<file path="config.mk">
export PLATFORM = sky130hd
export DESIGN_NAME = fp_mult_round_pack
export DESIGN_NICKNAME = d
export VERILOG_FILES = /design/src/rtl/fp_mult_round_pack.sv
export SDC_FILE = /design/constraint.sdc
export NUM_CORES = 1
export LEC_CHECK = 0
export ABC_AREA = 1
export CAP_MARGIN = 10
export CORE_MARGIN = 2
export CORE_UTILIZATION = 35
export CTS_CLUSTER_SIZE = 14
export DETAILED_ROUTE_END_ITERATION = 7
export PLACE_DENSITY = 0.57
export SLEW_MARGIN = 0
export SYNTH_ARGS = -nofsm -noshare
export SYNTH_HDL_FRONTEND = slang
export SYNTH_SLANG_ARGS = --single-unit
</file>
<file path="constraint.sdc">
create_clock -name clk -period 5.4 [get_ports clk]
set_input_delay 0.54 -clock clk [delete_from_list [all_inputs] [get_ports clk]]
set_output_delay 0.54 -clock clk [all_outputs]
set_load 0.01 [all_outputs]
</file>
<file path="src/rtl/fp_mult_round_pack.sv">
// rtl/fp_mult_round_pack.sv - FP multiplier final stage: RNE rounding, special-case handling, IEEE-754 single pack
// Two-entry pipeline (round, then classify/pack) with valid/ready and full backpressure.
module fp_mult_round_pack #(
  parameter logic [31:0] QNAN = 32'h7FC0_0000,
  parameter bit          FTZ  = 1'b1
) (
  input  logic        clk,
  input  logic        rst,
  input  logic        in_valid,
  output logic        in_ready,
  input  logic        in_sign,
  input  logic [22:0] in_mant,
  input  logic [8:0]  in_exp,
  input  logic        in_g,
  input  logic        in_r,
  input  logic        in_s,
  input  logic        in_nan,
  input  logic        in_inf,
  input  logic        in_zero,
  output logic        out_valid,
  input  logic        out_ready,
  output logic [31:0] out_z,
  output logic        out_ovf,
  output logic        out_unf,
  output logic        out_inx
);

  logic        s1_v_q;
  logic        s1_sign_q, s1_nan_q, s1_inf_q, s1_zero_q, s1_inx_q;
  logic [22:0] s1_mant_q;
  logic [9:0]  s1_exp_q;

  logic        s2_v_q;
  logic [31:0] z_q;
  logic        ovf_q, unf_q, inx_q;

  logic        s1_load, s2_load;
  logic        round_up;
  logic [23:0] rnd_sum;
  logic [22:0] s1_mant_d;
  logic [9:0]  s1_exp_d;
  logic        s1_inx_d;

  logic [31:0] z_d;
  logic        ovf_d, unf_d, inx_d;

  // A stage may load when empty or when its current content leaves this cycle.
  assign s2_load  = !s2_v_q || out_ready;
  assign s1_load  = !s1_v_q || s2_load;
  assign in_ready = s1_load;

  assign out_valid = s2_v_q;
  assign out_z     = z_q;
  assign out_ovf   = ovf_q;
  assign out_unf   = unf_q;
  assign out_inx   = inx_q;

  // Round to nearest, ties to even.
  always_comb begin
    round_up = in_g & (in_r | in_s | in_mant[0]);
    rnd_sum  = {1'b0, in_mant} + {23'd0, round_up};
    s1_inx_d = in_g | in_r | in_s;
    if (rnd_sum[23]) begin
      s1_mant_d = 23'd0;
      s1_exp_d  = {1'b0, in_exp} + 10'd1;
    end else begin
      s1_mant_d = rnd_sum[22:0];
      s1_exp_d  = {1'b0, in_exp};
    end
  end

  always_comb begin
    z_d   = {s1_sign_q, s1_exp_q[7:0], s1_mant_q};
    ovf_d = 1'b0;
    unf_d = 1'b0;
    inx_d = s1_inx_q;
    if (s1_nan_q) begin
      z_d   = QNAN;
      inx_d = 1'b0;
    end else if (s1_inf_q) begin
      z_d   = {s1_sign_q, 8'hFF, 23'h0};
      inx_d = 1'b0;
    end else if (s1_zero_q) begin
      z_d   = {s1_sign_q, 31'h0};
      inx_d = 1'b0;
    end else if (s1_exp_q >= 10'd255) begin
      z_d   = {s1_sign_q, 8'hFF, 23'h0};
      ovf_d = 1'b1;
      inx_d = 1'b1;
    end else if (FTZ && (s1_exp_q == 10'd0)) begin
      z_d   = {s1_sign_q, 31'h0};
      unf_d = 1'b1;
      inx_d = s1_inx_q | (s1_mant_q != 23'd0);
    end
  end

  always_ff @(posedge clk or posedge rst) begin
    if (rst) begin
      s1_v_q    <= 1'b0;
      s1_sign_q <= 1'b0;
      s1_nan_q  <= 1'b0;
      s1_inf_q  <= 1'b0;
      s1_zero_q <= 1'b0;
      s1_inx_q  <= 1'b0;
      s1_mant_q <= 23'd0;
      s1_exp_q  <= 10'd0;
      s2_v_q    <= 1'b0;
      z_q       <= 32'd0;
      ovf_q     <= 1'b0;
      unf_q     <= 1'b0;
      inx_q     <= 1'b0;
    end else begin
      if (s1_load) begin
        s1_v_q <= in_valid;
        if (in_valid) begin
          s1_sign_q <= in_sign;
          s1_nan_q  <= in_nan;
          s1_inf_q  <= in_inf;
          s1_zero_q <= in_zero;
          s1_inx_q  <= s1_inx_d;
          s1_mant_q <= s1_mant_d;
          s1_exp_q  <= s1_exp_d;
        end
      end
      // Output registers only change when a new result arrives, so a stalled beat stays stable.
      if (s2_load) begin
        s2_v_q <= s1_v_q;
        if (s1_v_q) begin
          z_q   <= z_d;
          ovf_q <= ovf_d;
          unf_q <= unf_d;
          inx_q <= inx_d;
        end
      end
    end
  end

endmodule
</file>
# ---- Word level (Yosys, flattened, before mapping)
# Index checks and enable logic that the tools add are counted.
dict set report word_totals {
  ff_bits 75
  in_bits 43
  output_inout_bits 37
  elab_cells 51
}
dict set report classes {
  add_sub_neg 2
  order_cmp 1
  mux 21
  n_bitwise 6
  reduce_logical 8
}
# op count
set ops {}
lappend ops {{31-bit 2-to-1 mux} 4}
lappend ops {{32-bit 2-to-1 mux} 1}
lappend ops {{23-bit by 1-bit adder with 24-bit output} 1}
lappend ops {{23-bit 2-to-1 mux} 1}
lappend ops {{23-bit nonzero test} 1}
lappend ops {{1-bit 2-to-1 mux} 14}
lappend ops {{9-bit by 1-bit adder with 10-bit output, second input constant} 1}
lappend ops {{10-bit by 8-bit greater-or-equal comparator with 1-bit output, second input constant} 1}
lappend ops {{10-bit logical NOT} 1}
lappend ops {{10-bit 2-to-1 mux} 1}
lappend ops {{1-bit bitwise OR} 5}
lappend ops {{2-bit AND reduction} 2}
lappend ops {{1-bit logical NOT} 2}
lappend ops {{1-bit logical OR} 2}
lappend ops {{1-bit bitwise AND} 1}

# ---- Longest topological paths before layout
dict set report depth {
  depth_word 7
  depth_mapped 11
  depth_no_buf 11
}

# ---- Least setup slack after synthesis
# OpenSTA, ideal clock, no wires.
dict set report synth_timing {
  kind {input-to-reg}
  start {input port in_mant[0]}
  end {register s1_mant_q[8]}
  setup_time_ns 0.083
  arrival_ns 1.642
  required_time_ns 5.317
  setup_slack_ns 3.675
  stages 10
  path_buffers 0
  path_cell_list {nand2_1 > inv_1 > ha_1 > inv_1 > nor2_1 > nand2_1 > xor2_1 > nor2_1 > nand2_1 > o21ai_0}
}
dict set report synth_between {
  elab_chain_cells 4
}
# element line_no
set synth_lines {}
lappend synth_lines {{start: declaration} 12} ;# input logic [22:0] in_mant,
lappend synth_lines {{1-bit bitwise OR} 60} ;# round_up = in_g & (in_r | in_s | in_mant[0]);
lappend synth_lines {{1-bit bitwise AND} 60}
lappend synth_lines {{23-bit by 1-bit adder with 24-bit output (*)} 61} ;# rnd_sum = {1'b0, in_mant} + {23'd0, round_up};
lappend synth_lines {{23-bit 2-to-1 mux (*)} 63} ;# if (rnd_sum[23]) begin
lappend synth_lines {{end signal: assignment} 121} ;# s1_mant_q <= s1_mant_d;
lappend synth_lines {{end: declaration} 30} ;# logic [22:0] s1_mant_q;
# Mark *: on every way between the ends. The rest lies on a longest branch, timed or not.
# A chain may end at the register's enable or synchronous reset.

# ---- Worst setup path after layout
dict set report layout_timing {
  start {input port out_ready}
  end {register s1_mant_q[19]}
}
dict set report layout_between {
  elab_chain_cells 3
}
# element line_no
set layout_lines {}
lappend layout_lines {{start: declaration} 21} ;# input logic out_ready,
lappend layout_lines {{1-bit logical OR} 48} ;# assign s2_load = !s2_v_q || out_ready;
lappend layout_lines {{1-bit logical OR} 49} ;# assign s1_load = !s1_v_q || s2_load;
lappend layout_lines {{2-bit AND reduction (no source line)} --}
# No other way between the ends.

==> flow_summary.yaml <==
worst_hold_path:
  hold_start: "out_z[10]"
  holdPathEnd: "out_z[10]"
  min_path_cells: 2
  min_path_type: "reg2reg"
sta:
  clock_skew_ns: 0.00376
  rsz0062_at_grt: "no"
  hold_violations: 0
  slew_viol_final: 0
  worst_slack_ns: 2.60
  max_slew_margin: 0.329
  layout_min_cycle_time_ns: 2.80
  holdWs_ns: 0.474
  final-setup-viol-count: 0
  worstMarginPinSlew_ns: 1.00
  fmax_mhz: 357
  min_period_over_period: 0.519
  setup_tns_ns: 0
synth:
  syn-num-nets: 629
  syn-cell-area_um2: 4150
  synth_seq_area_share: 0.452
  ys_types: 31
  syn_avg_cell_area_um2: 7.11
  synth_ff_type: "dfrtp_1"
  yosys_warnings: 0
  syn_inst: 584
  ys_ff_latch: 75
  synthArstFlopShare: 1.00
  synth-edff-count: 0
route:
  drtIter0Drc: 280
  drc: 4
  viasPerCell: 4.68
  routed_wl_mm: 10.5
  drt-pass1-iter-count: 8
  vias: 3778
  ant_nets: 0
  wire_per_inst_um: 13.0
placed_design:
  pre_cts_slack_ns: 2.00
  dp.cells: 790
  gp_congestion: 0.861
  portBuffers: 79
  dp_hpwl_mm: 7.85
  dpl_cell_area_um2: 5030
grt:
  grt_max_degree: 52
  grt_pass1_wl_mm: 17.6
  grt_usage: 0.174
  antenna_found_initial: 0
  first_global_vias: 3622
  grt-ovfl-total: 0
floorplanning:
  top_level_ports: 80
  fp.dieW_um: 113
  start_util: 0.361
  fp.dieH_um: 113
  die_area_um2: 12800
  core_region_area_um2: 11500
  rows: 39
final_layout:
  syn_to_final_growth_pct: 28.5
  diodes: 0
  layout_common_cells: "nand2_1 (226), nor2_1 (81), clkdlybuf4s50_1 (79)"
  drive_gt1_frac: 0.0482
  final_area_um2: 5340
  nNetsFinal: 704
  fin_cells: 807
  final_common_cell: "nand2_1"
cts:
  ctsHtreeMaxLevel: 3
  numCtsBuffers: 9
  post-cts-setup-buffer-count: 0
  cts.sinks: 75
  cts_hold_repair.buffers: 0
  clk_latency_ns: 0.34
  cts_root_buf: "clkbuf_16"
  cts_resized: 0
  clockBufferDepth: 2
  clk_pin_slew_ns: 0.05
  cts_tree: "done"
outcome:
  status: "complete, but fails checks"
  violations: "DRC"
critical_path:
  r2r_start: "out_valid"
  r2r-end: "s1_mant_q[19]"
  critPathRequiredTime_ns: 5.62
  r2r_slack_ns: 2.89
  crit_type: "in2reg"
  crit_fanout: 37
  ff2ff_path_depth: 6
  crit_path_start_kind: "primary input"
  arrival_ns: 3.02
  setup.worst_path.end_class: "register"
power:
  peakVddDrop_mv: 0.166
  p_leak_nw: 2.63
  p_per_area_nw_per_um2: 307
run:
  cap_violations: 0
==> cell usage after synthesis (all sizes together), types with 2 or more instances <==
| library cell | count | area [um^2] |
|---|---|---|
| a21o | 2 | 15.0 |
| a21oi | 10 | 50.1 |
| buf | 12 | 81.3 |
| clkbuf | 6 | 22.5 |
| dfrtp | 75 | 1880 |
| ha | 2 | 25.0 |
| inv | 49 | 184 |
| nand2 | 232 | 891 |
| nand3 | 44 | 220 |
| nand3b | 6 | 45.0 |
| nand4 | 7 | 43.8 |
| nor2 | 86 | 368 |
| nor3 | 3 | 26.3 |
| o21ai | 32 | 160 |
| xnor2 | 5 | 43.8 |
| xor2 | 8 | 70.1 |
==> how the worst max path moves through the flow <==
stage / start / to / slack, ns
2_1_floorplan: rst / out_inx / 2.95
3_5_place_dp: out_ready / s1_mant_q[19] / 2.00
4_1_cts: out_ready / s1_mant_q[6] / 2.30
6_report: out_ready / s1_mant_q[19] / 2.60
3_3_place_gp: out_ready / s1_mant_q[4] / 2.07
5_1_grt: out_ready / s1_mant_q[9] / 2.30
==> state kept, by name, summed over array words and instances (netlist names) <==
signal	count
out_unf	1
s1_v_q	1
s1_zero_q	1
out_inx	1
s1_mant_q	23
s1_inx_q	1
out_ovf	1
s1_sign_q	1
out_z	32
out_valid	1
s1_nan_q	1
s1_exp_q	10
s1_inf_q	1
==> cells by family after synthesis <==
logic type      synth area share
fa+ha+maj                0.00602
buf+inv                   0.0702
flops                      0.452
compound gates            0.0560
simple gates               0.388
xor+xnor                  0.0274
==> stage by stage <==
stage | util | power [mW]
2_1_floorplan | - | 0.914
3_3_place_gp | 0.437 | 1.09
3_5_place_dp | 0.437 | 1.10
4_1_cts | 0.461 | 1.66
5_1_grt | 0.463 | 1.75
6_report | 0.463 | 1.64
==> layout make-up <==
| cell class | count | area [um^2] |
|---|---|---|
| repair buffers | 82 | 833 |
| clock inverters | 2 | 10.0 |
| multi-input cells | 441 | 1980 |
| fillers | 1203 | 6180 |
| well taps | 143 | 179 |
| clock buffers | 14 | 264 |
| inverters | 50 | 188 |
| flip-flops and latches | 75 | 1880 |
==> layer usage <==
| layer | up-vias | wire [um] | track usage |
|---|---|---|---|
| li1 | 1975 | - | - |
| met1 | 1715 | 5290 | 0.251 |
| met2 | 72 | 4580 | 0.258 |
| met3 | 16 | 407 | 0.0316 |
| met4 | 0 | 225 | 0.0756 |
| met5 | - | 0 | 0 |
==> worst max-delay path, cell delays in order <==
cell and delay, ns:
clkdlybuf4s50_1 0.41, inv_2 0.07, nand3_1 0.14, nand2_1 0.78
inv_1 0.57, buf_16 0.33, nand3_1 0.10, o21ai_0 0.08
==> report_power, final <==
part / leakage (nW) / switching [mW] / internal, mW
clock network: 0.137 / 0.215 / 0.335
logic: 1.55 / 0.208 / 0.179
registers: 0.936 / 0.0546 / 0.649
total: 2.63 / 0.478 / 1.16
(Power assumes the default switching activity.)
